==> src/rtl/rr_arb_4x_nbit.sv <==
// rr_arb_4x_nbit: 4-channel round-robin arbiter with registered granted word and sel.
// Define RR_ARB_BURST_EN to let a winner keep the grant for up to 4 consecutive loads.
module rr_arb_4x_nbit #(
   parameter int BUS_WIDTH = 8
) (
   input  logic                 clk,
   input  logic                 rst,
   input  logic [BUS_WIDTH-1:0] a,
   input  logic [BUS_WIDTH-1:0] b,
   input  logic [BUS_WIDTH-1:0] c,
   input  logic [BUS_WIDTH-1:0] d,
   input  logic [3:0]           valid_i,
   output logic [3:0]           ready_o,
   output logic [BUS_WIDTH-1:0] y,
   output logic                 valid_o,
   input  logic                 ready_i,
   output logic [1:0]           sel
);
   localparam logic [0:0] IDLE = 1'b0;
   localparam logic [0:0] HOLD = 1'b1;
   logic [0:0] state;
   logic [1:0] ptr, off, win;
   logic [3:0] rot;
   logic load, any;
   logic [BUS_WIDTH-1:0] wd;
   // rot[k] is the request k positions after ptr, so the first set bit is the rotating winner
   always_comb begin
      rot = '0;
      for (int k = 0; k < 4; k++) rot[k] = valid_i[ptr + 2'(k)];
   end
   assign off = rot[0] ? 2'd0 : rot[1] ? 2'd1 : rot[2] ? 2'd2 : 2'd3;
   assign any = |valid_i;
   assign valid_o = state == HOLD;
   assign load = state == IDLE || (valid_o && ready_i);
`ifdef RR_ARB_BURST_EN
   logic [1:0] cnt;
   logic keep;
   assign keep = state == HOLD && valid_i[sel] && cnt != 2'd3;
   assign win = keep ? sel : ptr + off;
`else
   assign win = ptr + off;
`endif
   assign wd = win == 2'd0 ? a : win == 2'd1 ? b : win == 2'd2 ? c : d;
   assign ready_o = (!rst && load && any) ? 4'b0001 << win : 4'b0000;
   always_ff @(posedge clk) begin
      if (rst) begin
         y <= '0;
         sel <= '0;
         ptr <= '0;
         state <= IDLE;
`ifdef RR_ARB_BURST_EN
         cnt <= '0;
`endif
      end else if (load) begin
         if (any) begin
            y <= wd;
            sel <= win;
            ptr <= win + 2'd1;
            state <= HOLD;
`ifdef RR_ARB_BURST_EN
            cnt <= keep ? cnt + 2'd1 : 2'd0;
`endif
         end else begin
            state <= IDLE;
`ifdef RR_ARB_BURST_EN
            cnt <= '0;
`endif
         end
      end
   end
endmodule

==> config.mk <==
export PLATFORM = sky130hd
export DESIGN_NAME = rr_arb_4x_nbit
export DESIGN_NICKNAME = d
export VERILOG_FILES = /design/src/rtl/rr_arb_4x_nbit.sv
export SDC_FILE = /design/constraint.sdc
export NUM_CORES = 1
export LEC_CHECK = 0
export CAP_MARGIN = 20
export CORE_UTILIZATION = 40
export DETAILED_ROUTE_END_ITERATION = 8
export PLACE_DENSITY = 0.8
export SLEW_MARGIN = 20
export SYNTH_ARGS = -nofsm -noshare
export SYNTH_HDL_FRONTEND = slang
export SYNTH_SLANG_ARGS = --single-unit
export TNS_END_PERCENT = 50
==> constraint.sdc <==
create_clock -name clk -period 4.2 [get_ports clk]
set_clock_uncertainty 0.15 [all_clocks]
set_input_delay 0.84 -clock clk [delete_from_list [all_inputs] [get_ports clk]]
set_output_delay 0.84 -clock clk [all_outputs]
set_load 0.1 [all_outputs]
; ---- Word level (Yosys, flattened, before mapping)
; Index checks and enable logic that the tools add are counted.
[word_totals]
output_inout_bits = 15
regBits = 13
inputBits = 39
elab_cells = 37
[op_classes]
reduce_logical = 8
n_shift = 1
n_bitwise = 1
n_eq_ne = 2
muxes = 14
add_sub_neg = 4
n_lt_le_gt_ge = 3
[ops]
columns = op, n
row1 = 2-to-1 mux 8 bit, 3
row2 = less-than comparator 2 x 3 -> 1 bit (second input constant), 3
row3 = binary-select mux 1 bit (select 2 bit), 3
row4 = 2-to-1 mux 1 bit, 5
row5 = adder 2 x 1 -> 2 bit (second input constant), 2
row6 = 2-to-1 mux 2 bit, 2
row7 = 2-to-1 mux 4 bit, 1
row8 = OR reduction 4 bit, 1
row9 = left shift 1 x 2 -> 4 bit (first input constant), 1
row10 = logical AND 1 bit, 3
row11 = adder 2 bit, 1
row12 = adder 2 bit (second input constant), 1
row13 = == test 2 x 1 -> 1 bit (second input constant), 1
row14 = == test 2 bit (second input constant), 1
row15 = zero test 2 bit, 1
row16 = AND reduction 2 bit, 1
row17 = zero test 1 bit, 1
row18 = logical OR 1 bit, 1
row19 = inverter 1 bit, 1

; ---- Logic depth before layout (Yosys ltp)
; Gate-level depths: netlist (run 1).
[depth]
word_depth = 11
depth_mapped = 14
ltp_nobuf = 12

; ---- Least setup slack after synthesis (run 1)
; No wires, ideal clock.
[synth_timing]
path_kind = input to output
from = input valid_i[3]
to = output ready_o[0]
cell_stages = 8
path_slack_ns = 0.136
t_arrival_ns = 3.074
t_required_ns = 3.210
path_buffers = 1
cell_sequence = and3b_2 > o21ai_0 > o211ai_1 > ha_1 > xor2_2 > ha_1 > buf_1 > and2_1
[synth_via]
elab_chain_len = 8
word_cells_on_any_way = 14
cone_classes = add/sub (1) / shift (1) / mux (10) / reduce/logical (2)
[synth_rtl]
columns = element, line
row1 = from (decl), 12  ; input logic [3:0] valid_i,
row2 = binary-select mux 1 bit (select 2 bit), 29  ; for (int k = 0; k < 4; k++) rot[k] = valid_i[ptr + 2'(k)];
row3 = 2-to-1 mux 1 bit (implied by the code), 29
row4 = 2-to-1 mux 1 bit, 31  ; assign off = rot[0] ? 2'd0 : rot[1] ? 2'd1 : rot[2] ? 2'd2 : 2'd3;
row5 = 2-to-1 mux 2 bit (2 in a row), 31
row6 = adder 2 bit, 41  ; assign win = ptr + off;
row7 = left shift 1 x 2 -> 4 bit, 44  ; assign ready_o = (!rst && load && any) ? 4'b0001 << win : 4'b0000;
row8 = 2-to-1 mux 4 bit *, 44
row9 = to (decl), 13  ; output logic [3:0] ready_o,
; Mark *: on every way between the ends. The rest lies on a longest branch, timed or not. The select of a mux whose other input is x is not followed.

; ---- Worst setup path in the final report (run 1)
[layout_timing]
from = input valid_i[3]
to = output ready_o[2]
[layout_via]
elab_chain_len = 8
word_cells_on_any_way = 14
cone_classes = add/sub (1) / shift (1) / mux (10) / reduce/logical (2)
[layout_rtl]
columns = element, line
row1 = binary-select mux 1 bit (select 2 bit), 29
row2 = 2-to-1 mux 1 bit (implied by the code), 29
row3 = 2-to-1 mux 1 bit, 31
row4 = 2-to-1 mux 2 bit, 31
row5 = 2-to-1 mux 2 bit *, 31
row6 = adder 2 bit *, 41
row7 = named net win[1], 22  ; logic [1:0] ptr, off, win;
row8 = left shift 1 x 2 -> 4 bit *, 44
row9 = 2-to-1 mux 4 bit *, 44
; Mark *: on every way through the listed nets, which the timed path passes. The rest lies on a longest branch. The select of a mux whose other input is x is not followed.

==> qor.csv, run 1 <==
stage;metric;value;unit
run_status;status;completed;
worst_setup_path;cpMostUsedCell;ha_1;
route;drtIter0Drc;20;
die;io_pins;54;
worst_setup_path;worst_path_largest_cell_delay;0.55;ns
logic_synthesis;syn-num-nets;158;
worst_setup_path;cp_data_arrival_time;3.02;ns
grt;grt_antenna_before_repair;0;
timing;fmax;249;MHz
timing;hold_viol_final;0;
timing;setup_violations;0;
grt;grt_pass1_wl;3950;um
timing;tightest_slew;0.992;ns
die;fp.dieArea;0.00252;mm2
logic_synthesis;synthCells;114;
clock_network;cts_buffers;3;
layout;final_util;71.0;%
clock_network;cts.sinks;13;
pwr;p_total;1.15;mW
layout;drive_gt1_share;10.8;%
layout;syn2layout_area_growth;67.3;%
die;die_w;50.2;um
route;wl;2350;um
hold_path;min_path_cells;2;
route;antenna_left;0;
logic_synthesis;yosysSeqAreaShare;28.0;%
pwr;clockPowerShare;6.5;%
pwr;power.leakage;0.631;nW
layout;final_common_cell;clkdlybuf4s50_1;
hold_path;min_path_type;flip-flop to flip-flop;
grt;grt_pass1_vias;981;
clock_network;cts_tree;yes;
clock_network;htree_num_levels;1;
logic_synthesis;avgSynthCellArea;8.15;um2
timing;slew_violations;0;
worst_setup_path;critical_path.startpoint_type;input port;
route;vias;1010;
route;drc;0;
clock_network;cts-root-buf;clkbuf_4;
timing;fin_setup_tns;0;ns
worst_setup_path;worstPathRequired;3.21;ns
pwr;pwr-share-seq;17.2;%
grt;grt_max_degree;22;
grt;grt_usage;20.7;%
logic_synthesis;ys_warn_count;0;
route;wire_per_inst;12.1;um
die;fp-row-count;17;
timing;layout_min_cycle_time;4.01;ns
die;start_util;42.4;%
logic_synthesis;yosys_register_bits;13;
timing;rsz0062_at_grt;no;
place;gp_congestion;0.690;
route;drtPass1Iterations;6;
die;core_area;0.00219;mm2
hold_path;whs_endpoint;sel[0]$_SDFFE_PP0P_;
worst_setup_path;slowest_stage;clkdlybuf4s50_1;
worst_setup_path;r2r_slack;1.34;ns
clock_network;path_clk_slew;0.07;ns
pwr;switching_power;0.637;mW
timing;relSlewSlack;33.7;%
worst_setup_path;r2r_cells;13;
worst_setup_path;r2r_end;y[2]$_SDFFE_PP0P_;
pwr;power_density;736;mW/mm2
timing;fin_crit_sh;95.5;%
grt;grt-ovfl-total;0;
hold_path;min_from;sel[0]$_SDFFE_PP0P_;
pwr;p_comb_share;76.3;%
place;dp_hpwl;1970;um
worst_setup_path;startpoint;valid_i[3];
logic_synthesis;ys_types;26;
worst_setup_path;cp_cell_sequence;clkdlybuf4s50_1 -> and3b_2 -> o21ai_0 -> o211ai_1 -> ha_1 -> xor2_2 -> inv_1 -> ha_1 -> and2_1 -> buf_12;
layout;fin_nets;212;
place;port_buffers;53;
timing;holdWs;0.318;ns
worst_setup_path;reg2reg_from;ptr[0]$_SDFFE_PP0P_;
pwr;switching_share;55.7;%
die;die_y;50.2;um
pwr;peakVddDrop;0.490;mV
worst_setup_path;cp_max_fo;5;
clock_network;clockBufferDepth;2;
logic_synthesis;synth_area;930;um2
clock_network;insertion_delay;0.27;ns
pwr;p_int;0.508;mW
route;vias_per_cell;5.18;
layout;final_cell_mix;clkdlybuf4s50_1 (48), mux2i_1 (16), nor2_1 (14), nand2_1 (14), dfxtp_1 (13);
layout;diodes;0;
job;cap_violations;0;
worst_setup_path;path_class;input port to primary output;
worst_setup_path;cp-end-kind;primary output;
==> state kept, by name, indices dropped and copies added (netlist names) <==
name	flops
valid_o	1
sel	2
y	8
ptr	2
==> synthesized netlist by cell type, drive strengths merged <==
library cell	instances	area share (%)
mux2i	16	17
nand2	14	5.7
nor2	14	5.7
dfxtp	13	28
o21ai	12	6.5
a211oi	9	7.8
a21oi	6	3.6
buf	6	3.4
ha	5	6.7
and2	4	2.7
inv	3	1.2
clkbuf	2	0.81
nor2b	2	1.6
a2111oi	1	1.6
a211o	1	0.94
a21o	1	0.81
and3b	1	1.1
nor3b	1	0.81
nor4	1	1.3
o211ai	1	0.81
xor2	1	1.8
==> final cells by class <==
type	count	area [um2]
clock buffer	4	26.3
fill	179	636
inverter	3	11.3
multi-input combinational	90	619
sequential	13	260
tap	28	35.0
timing repair buffer	57	603
==> repair_timing <==
item,CTS,global route
gates resized for setup,0,1
hold endpoints to repair,0,0
hold buffers,0,0
setup endpoints to repair,0,1
buffers inserted,0,0
==> routing by layer <==
metal  vias up  wire [um]  global-route usage [%]
li1        507          -                       -
met1       453        974                    23.3
met2        46       1130                    35.6
met3         4        214                    5.76
met4         0         36                    10.0
met5         -          0                       0
==> power groups by stage <==
stage               clock network [mW]  logic, mW  registers (mW)
floorplan                            0      0.402           0.440
global placement                     0      0.860           0.196
detailed placement                   0      0.875           0.200
CTS                             0.0769      0.880           0.198
global route                    0.0856      0.929           0.203
finish                          0.0746      0.873           0.197
==> how the worst max path moves through the flow <==
stage,end,slack [ns]
2_1_floorplan,ready_o[0],0.14
3_3_place_gp,ready_o[2],0.23
3_5_place_dp,ready_o[2],0.18
4_1_cts,ready_o[2],0.15
5_1_grt,ready_o[2],0.05
6_report,ready_o[2],0.19
==> through the flow <==
stage / area, um2 / worst slack (ns) / instances
floorplan: 930 / 0.136 / 114
global placement: 1530 / 0.235 / 191
CTS: 1550 / 0.147 / 195
finish: 1560 / 0.188 / 195
global route: 1560 / 0.0536 / 195
detailed placement: 1530 / 0.178 / 191
==> critical path, delay by kind of cell <==
kind	cells	cell delay, ns
fa+ha+maj	2	0.44
buf+inv	3	0.82
simple gates	2	0.40
xor+xnor	1	0.24
compound gates	2	0.27
==> cells by family after synthesis <==
group / share of synthesized area [%]
buffers and inverters: 5.38
adders and majority gates: 6.73
muxes: 17.2
xor gates and xnor gates: 1.75
AOI/OAI and AO/OA: 22.1
and+or+nand+nor: 18.8
DFF: 28.0
(Power assumes the default switching activity.)
==> inputs of run 2 (changes only) <==
- GPL_TIMING_DRIVEN: default -> 0
==> run 2 against run 1 <==
Effect of this change: clock power increased by 2%; core utilization fell by 1.7 points; combinational power fell by 3.6%; worst setup slack improved by 0.017 ns; non-clock buffer count grew 2; clock-buffer cell count unchanged; final cell count up 1.0%; first-iteration DRC count shrank 65%; power shrank 3.2%; critical path depth increased by 1; via count shrank 1.4%.
==> qor.csv, run 2 (synthesis results as in run 1) <==
stage;metric;value;unit;change
worst_setup_path;critical_path.startpoint_type;input port;;unchanged
layout;largest_reg_flops;8;;unchanged
timing;hold_viol_final;0;;unchanged
grt;grt_pass1_vias;955;;was 981
place;dp_cells;195;;was 191
die;die_y;50.2;um;unchanged
grt;grt_pass1_wl;3930;um;was 3950 um
layout;fin_nets;214;;was 212
clock_network;insertion_delay;0.27;ns;about the same
die;core_area;0.00219;mm2;unchanged
route;vias_per_cell;5.06;;was 5.18
layout;drive_gt1_share;11.8;%;was 10.8%
layout;syn2layout_area_growth;63.3;%;was 67.3%
job;cap_violations;0;;unchanged
clock_network;clockBufferDepth;2;;unchanged
place;port_buffers;53;;unchanged
worst_setup_path;reg2reg_from;ptr[0]$_SDFFE_PP0P_;;unchanged
place;dp_hpwl;2000;um;was 1970 um
die;start_util;42.4;%;unchanged
grt;grt-ovfl-total;0;;unchanged
route;antenna_left;0;;unchanged
timing;layout_min_cycle_time;4.00;ns;was 4.01 ns
grt;grt_usage;19.5;%;was 20.7%
timing;fin_setup_tns;0;ns;unchanged
route;wire_per_inst;12.0;um;was 12.1 um
route;drtIter0Drc;7;;was 20
clock_network;postCtsHoldBufs;0;;unchanged
worst_setup_path;path_class;input port to primary output;;unchanged
layout;final_common_cell;clkdlybuf4s50_1;;unchanged
die;io_pins;54;;unchanged
route;drtPass1Iterations;6;;unchanged
worst_setup_path;startpoint;valid_i[1];;was valid_i[3]
clock_network;cts-root-buf;clkbuf_4;;unchanged
layout;diodes;0;;unchanged
layout;final_cell_mix;clkdlybuf4s50_1 (46), mux2i_1 (16), nor2_1 (14), nand2_1 (14), dfxtp_1 (13);;was clkdlybuf4s50_1 (48), mux2i_1 (16), nor2_1 (14), nand2_1 (14), dfxtp_1 (13)
worst_setup_path;cp_data_arrival_time;3.01;ns;was 3.02 ns
grt;grt_max_degree;18;;was 22
layout;reg.largest.list;y x8, ptr x2, sel x2;;unchanged
pwr;power.leakage;0.633;nW;was 0.631 nW
die;fp.dieArea;0.00252;mm2;unchanged
pwr;power_density;730;mW/mm2;was 736 mW/mm2
timing;setup_violations;0;;unchanged
worst_setup_path;cp_max_fo;9;;was 5
die;fp-row-count;17;;unchanged
place;gp_congestion;0.717;;was 0.690
timing;tightest_slew;0.989;ns;was 0.992 ns
hold_path;min_from;sel[0]$_SDFFE_PP0P_;;unchanged
run_status;status;completed;;unchanged
grt;grt_antenna_before_repair;0;;unchanged
route;drc;0;;unchanged
clock_network;cts.sinks;13;;unchanged
place;placed_cell_area;0.00150;mm2;was 0.00153 mm2
worst_setup_path;worstPathRequired;3.21;ns;about the same
timing;slew_violations;0;;unchanged
timing;fin_crit_sh;95.1;%;was 95.5%
die;die_w;50.2;um;unchanged
layout;final_area;0.00152;mm2;was 0.00156 mm2
timing;relSlewSlack;33.9;%;was 33.7%
clock_network;cts_tree;yes;;unchanged
route;vias;996;;was 1010
layout;stdcell_count;197;;was 195
clock_network;cts_setup_buffers;0;;unchanged
worst_setup_path;cp-end-kind;primary output;;unchanged
route;wl;2360;um;was 2350 um
hold_path;min_path_type;flip-flop to flip-flop;;unchanged
pwr;peakVddDrop;0.488;mV;was 0.490 mV
timing;fmax;250;MHz;was 249 MHz
clock_network;htree_num_levels;1;;unchanged
layout;largest-register;y;;unchanged
clock_network;cts_buffers;3;;unchanged
pwr;p_total;1.11;mW;was 1.15 mW
clock_network;path_clk_slew;0.08;ns;was 0.07 ns
timing;rsz0062_at_grt;no;;unchanged
layout;final_util;69.3;%;was 71.0%
[run 2: what timing repair did]
| action | CTS | global route |
|---|---|---|
| pin swaps | 1 | 0 |
| endpoints found under the setup margin | 4 | 3 |
| resized for setup | 28 | 3 |
[run 2: final timing paths]
check                           slack [ns]             endpoint  depth (start not counted)
worst min register to register        0.32  sel[0]$_SDFFE_PP0P_                          2
worst max-delay path                  0.20           ready_o[2]                         11
worst max register to register        1.38    y[6]$_SDFFE_PP0P_                         13
worst min-delay path                  0.32  sel[0]$_SDFFE_PP0P_                          2
[run 2: final cells by class]
cell class	instances	area, um2
fill	181	673
clock buffer	4	26.3
buffer	6	33.8
timing repair buffer	53	529
multi-input combinational	90	622
inverter	3	11.3
sequential	13	260
tap	28	35.0
[run 2: metrics by stage]
stage | worst slack [ns] | hold WS (ns)
6_report | 0.204 | 0.317
3_5_place_dp | -1.17 | 0.306
5_1_grt | 0.00102 | 0.323
3_3_place_gp | -1.08 | 0.296
4_1_cts | 0.00513 | 0.317
2_1_floorplan | 0.136 | 0.342
[run 2: per-layer routing]
| metal | up-vias | global-route usage [%] | wire length [um] |
|---|---|---|---|
| met5 | - | 0 | 0 |
| met3 | 2 | 6.36 | 254 |
| met1 | 434 | 22.1 | 970 |
| met4 | 0 | 2.86 | 10 |
| li1 | 510 | - | - |
| met2 | 50 | 35.8 | 1130 |
[run 2: power by group]
group,leakage [nW],internal [mW],switching [mW]
Clock,0.0150,0.0367,0.0393
Combinational,0.510,0.278,0.563
Sequential,0.108,0.165,0.0258
[run 2: worst max-delay path, cell delays in order]
cell and delay [ns]:
clkdlybuf4s50_1 0.58, nor2_1 0.07, a21oi_1 0.12, o211ai_1 0.10, ha_1 0.22, xor2_2 0.22
inv_1 0.09, ha_1 0.20, buf_2 0.20, and2_1 0.17, buf_6 0.18
==> inputs of run 3 (changes only) <==
- SLEW_MARGIN: 20 -> default
==> results of run 3 <==
Final layout, timing and power as in run 2 (identical DEF).
==> RTL edit 1: new RTL, settings of run 1 <==
The localparam `HOLD` goes from 1'b1 to 1'b0.
--- a/src/rtl/rr_arb_4x_nbit.sv
+++ b/src/rtl/rr_arb_4x_nbit.sv
@@ -18,5 +18,5 @@
 );
    localparam logic [0:0] IDLE = 1'b0;
-   localparam logic [0:0] HOLD = 1'b1;
+   localparam logic [0:0] HOLD = 1'b0;
    logic [0:0] state;
    logic [1:0] ptr, off, win;
Behaviour: not the same (Yosys sat finds a counterexample within 4 cycles, from zero or initial values and one cycle with rst high).
==> RTL edit 1 against run 1 <==
- final cell count fell by 1.0%
- hold slack better by 0.0011 ns
- sequential cell count shrank 1
- synthesized area up 5.1%
- core utilization down 1.5 points
- register-to-register slack better by 0.07 ns
- setup slack better by 0.082 ns
- wire length increased by 8.5%
- total power up 23%
- sequential share of layout area fell by 1.4 points
- first-iteration DRC count shrank 50%
- clock power shrank 11%
- design area increased by 0.80%
- highest routed layer unchanged
==> RTL edit 1: results (changes against run 1) <==
* Worst Setup SP: valid_i[1]
* Layout filler cell count at 203 (+13%)
* Met2 Use GR at 0.3377 (-0.01789)
* Via/cell ratio at 5.119 (-1.2%)
* GP Congestion at 0.7278 (+5.6%)
* GRT Overall Usage at 0.2039 (-0.003085)
* Post-synth net total at 160 (+1.3%)
* CTS HTree Levels at 1 (unchanged)
* Final Hold Fails at 0 (unchanged)
* Largest net degree at the start of global routing at 23 (+4.5%)
* Synth top area cells: dfxtp_1, mux2i_1, a211oi_2
* Placed Area at 1543 um^2 (+1.1%)
* Max stage delay on crit path at 0.63 ns (+0.08 ns)
* Slowest CP cell: clkdlybuf4s50_1
* Peak VDD IR at 669.6 uV (+37%)
* Clock transition at the registers of the reported paths at roughly 0.060 ns
* WHS at 0.3190 ns (+0.001084 ns)
* Worst slew margin at 0.3442 (+0.007699)
* Final nets at 211 (-0.47%)
* P_leak at 0.6250 nW (-1.0%)
* WL final at 2.553 mm (+8.5%)
* Detailed router's first-iteration violation count at 10 (-50%)
* Top flop regs: y x8, ptr x2, sel x2
* Share of cells above drive strength 1 at 0.1515 (+0.04373)
* Clk Latency, worst-skew pair at 0.26 ns
* Sequential fraction of the synthesis area at 0.2458 (-0.03411)
* Met1 usage at 0.2692 (+0.03652)
* Hold Path Origin: sel[0]
* Ys flop type: dfxtp_1
* R2R depth at 11 (-2)
* R2R Path End: y[7]
* Hold endpoint: sel[0]
* Setup bufs post-CTS at 0 (unchanged)
* Distinct cells, synth at 29 (+12%)
* Top cells by instance count after synthesis: mux2i_1, nand2_1, nor2_1
* Drt first pass iters at 4 (-2)
* Hpwl dp at 2.090 mm (+6.3%)
* Met3 Use GR at 0.01786 (-0.03972)
* Flop2flop setup slack at 1.41 ns (+0.07 ns)
* Psw at 0.7966 mW (+25%)
* Arr. time, crit path at 2.94 ns (-0.08 ns)
* Number of antenna violations at the first check in global routing at 0 (unchanged)
* Status: finished clean
* Worst-path fanout max at 8 (+3)
* Reg2Reg Launch Point: ptr[0]
* Async S/R FF share, synth at 0 (unchanged)
* CTS Buffer Depth at 2 (unchanged)
* Vias in the first global route at 923 (-5.9%)
* First-pass GRT wire length at 4.071 mm (+3.0%)
* Port Buffers at 51 (-3.8%)
[RTL edit 1: per-stage QoR]
stage | power [mW] | instances | utilization | setup slack [ns]
3_5_place_dp | 1.344 | 190 | 0.6842 | 0.2339
5_1_grt | 1.502 | 193 | 0.6953 | 0.02129
4_1_cts | 1.413 | 193 | 0.6942 | 0.2245
2_1_floorplan | 1.044 | 116 | - | 0.1724
3_3_place_gp | 1.319 | 190 | 0.6842 | 0.3089
6_report | 1.408 | 193 | 0.6953 | 0.2695
[RTL edit 1: area by class of cell]
| class | instances | area [um^2] | share of cell area |
|---|---|---|---|
| multi-input combinational | 94 | 685.7 | 0.4374 |
| timing repair buffer | 55 | 580.6 | 0.3703 |
| sequential | 12 | 240.2 | 0.1532 |
| tap | 28 | 35.03 | 0.02235 |
| clock buffer | 3 | 22.52 | 0.01437 |
| inverter | 1 | 3.754 | 0.002394 |
[RTL edit 1: cell families (layout without fill, tap and decap cells)]
kind of cell | Yosys count | after routing | synth area share
mux | 19 | 19 | 0.1972
buf+inv | 10 | 59 | 0.05506
flops | 12 | 12 | 0.2458
xor+xnor | 2 | 2 | 0.01793
fa+ha+maj | 5 | 5 | 0.06402
simple gates | 39 | 39 | 0.1818
other cells | 1 | 1 | 0.003838
compound gates | 28 | 28 | 0.2343
[RTL edit 1: worst max path at each step]
stage	slack, ns	cells after the start	to
after floorplan	0.17	8	ready_o[0]
after global placement	0.31	9	ready_o[0]
after detailed placement	0.23	9	ready_o[0]
after CTS	0.22	9	ready_o[0]
after global routing	0.02	9	ready_o[2]
final	0.27	9	ready_o[0]
[RTL edit 1: what timing repair did]
item / 4_1_cts / 5_1_grt
setup endpoints to repair: 0 / 1
gates resized for setup: 0 / 1
endpoints found under the hold margin: 0 / 0
[RTL edit 1: routing by layer]
layer | up-vias | routed length (um)
met5 | - | 0
met4 | 0 | 33
met3 | 4 | 130
met2 | 32 | 1153
met1 | 443 | 1236
li1 | 509 | -
[RTL edit 1: critical path: cells and delay by family]
kind            cells  cell delay (ns)
fa+ha+maj           2             0.43
xor+xnor            1             0.24
compound gates      2             0.36
simple gates        2             0.25
buf+inv             2             0.81
[RTL edit 1: power groups by stage]
stage / Sequential (mW) / Clock [mW] / Combinational, mW
detailed placement: 0.199 / 0 / 1.15
finish: 0.198 / 0.0663 / 1.14
global route: 0.204 / 0.0724 / 1.23
global placement: 0.197 / 0 / 1.12
CTS: 0.197 / 0.0691 / 1.15
floorplan: 0.461 / 0 / 0.582
==> RTL edit 2: new RTL, settings of run 1 <==
Without the edit above. Reset style: asynchronous (`rst`), changed in one clocked block.
--- a/src/rtl/rr_arb_4x_nbit.sv
+++ b/src/rtl/rr_arb_4x_nbit.sv
@@ -43,5 +43,5 @@
    assign wd = win == 2'd0 ? a : win == 2'd1 ? b : win == 2'd2 ? c : d;
    assign ready_o = (!rst && load && any) ? 4'b0001 << win : 4'b0000;
-   always_ff @(posedge clk) begin
+   always_ff @(posedge clk or posedge rst) begin
       if (rst) begin
          y <= '0;
Check against the original RTL: differs if rst is asserted again (counterexample within 4 cycles, from zero or initial values and one cycle with rst high); with rst held inactive, the same outputs for 10 cycles.
==> RTL edit 2 against run 1 <==
- wire length grew 12%
- design area increased by 7.7%
- sequential cell count unchanged
- first-iteration DRC count shrank 60%
- core utilization increased by 3.3 points
- synthesized area grew 5.8%
- setup slack better by 0.058 ns
- count of clock-buffer cells in the layout down 1
- hold slack improved by 0.056 ns
Power is left out: the tool's default activity adds up to more than one toggle a clock period on the data nets, which glitch-free logic cannot reach.
==> RTL edit 2: results (changes against run 1) <==
* Status: finished clean
* Root Buffer: clkbuf_4
* First-pass GRT wire length at 4.367 mm (+10%)
* CTS HTree Levels at 1 (unchanged)
* Syn avg cell area at 8.552 um^2 (+4.9%)
* Sequential fraction of the synthesis area at 0.3308 (+0.05084)
* Top cells by instance count after synthesis: mux2i_1, a21oi_1, dfrtp_1
* Worst-path fanout max at 5 (unchanged)
* Final nets at 220 (+3.8%)
* R2R Path End: y[0]
* Hpwl dp at 2.166 mm (+10%)
* Antenna diodes at 0 (unchanged)
* WHS at 0.3735 ns (+0.05562 ns)
* Metal1 wirelength at 970 um (-0.41%)
* GRT Overall Usage at 0.2250 (+0.01794)
* Routed vias at 1,038 (+2.8%)
* Hold endpoint: sel[0]
* Worst slew margin at 0.3365 (about the same)
* Worst Setup SP: valid_i[0]
* Layout filler cell count at 178 (-0.56%)
* Final Max Slew Viols at 0 (unchanged)
* Async S/R FF share, synth at 1.000 (+1.000)
* Hold Path Origin: sel[0]
* Detailed router's first-iteration violation count at 8 (-60%)
* Drt first pass iters at 4 (-2)
* Worst Setup EP: ready_o[1]
* Largest net degree at the start of global routing at 28 (+27%)
* Worst slack at placement at -0.08027 ns (-0.2586 ns)
* Met2 wire len at 1.382 mm (+22%)
* Reg2Reg Launch Point: ptr[1]
* Max-cap violations at 0 (unchanged)
* Met2 Use GR at 0.4242 (+0.06869)
* CTS resizes at 3 (+3)
* Hold Path Stages at 1 (-1)
* Share of cells above drive strength 1 at 0.1429 (+0.03507)
* Top cell type's share of synthesized area at 0.3308 (+0.05084)
* Top flop regs: y x8, ptr x2, sel x2
* Placed Area at 1628 um^2 (+6.6%)
* Placed insts at 198 (+3.7%)
* Flop2flop setup slack at 1.26 ns (-0.08 ns)
* WL per Instance at 12.97 um (+7.4%)
* Ys flop type: dfrtp_1
* R2R depth at 15 (+2)
* Largest delay share family, worst path: simple AND/OR/NAND/NOR gates
* GP Congestion at 0.8266 (+20%)
* Post-synth net total at 159 (+0.63%)
* Min Clock Period, post-route at 3.955 ns (-0.05778 ns)
* Max stage delay on crit path at 0.31 ns (-0.24 ns)
* GR Overflow Total at 0 (unchanged)
* Met3 routed WL at 232 um (+8.4%)
* Slowest CP cell: or3_1
* Arr. time, crit path at 2.96 ns (-0.06 ns)
* Synth top area cells: dfrtp_1, mux2i_1, a21oi_1
* Met1 usage at 0.2091 (-0.02355)
* Via/cell ratio at 5.113 (-1.3%)
* Met3 Use GR at 0.1111 (+0.05354)
-- RTL edit 2: cells by family (layout without fill, tap and decap cells) --
kind of cell / count (synthesis) / after routing / synth area share
AND/OR/NAND/NOR: 34 / 34 / 0.1705
AO/OA/AOI/OAI: 32 / 32 / 0.1883
XOR/XNOR: 1 / 1 / 0.008907
multiplexers: 18 / 18 / 0.1857
buffers and inverters: 12 / 72 / 0.05215
flip-flops: 13 / 13 / 0.3308
adder cells (fa/ha/maj): 5 / 5 / 0.06361
-- RTL edit 2: final cells by class --
type | count | area [um^2] | area share
multi-input combinational | 90 | 613.1 | 0.3659
timing repair buffer | 64 | 659.4 | 0.3936
clock inverter | 1 | 5.005 | 0.002987
inverter | 4 | 15.01 | 0.008962
tap | 28 | 35.03 | 0.02091
sequential | 13 | 325.3 | 0.1942
clock buffer | 3 | 22.52 | 0.01344
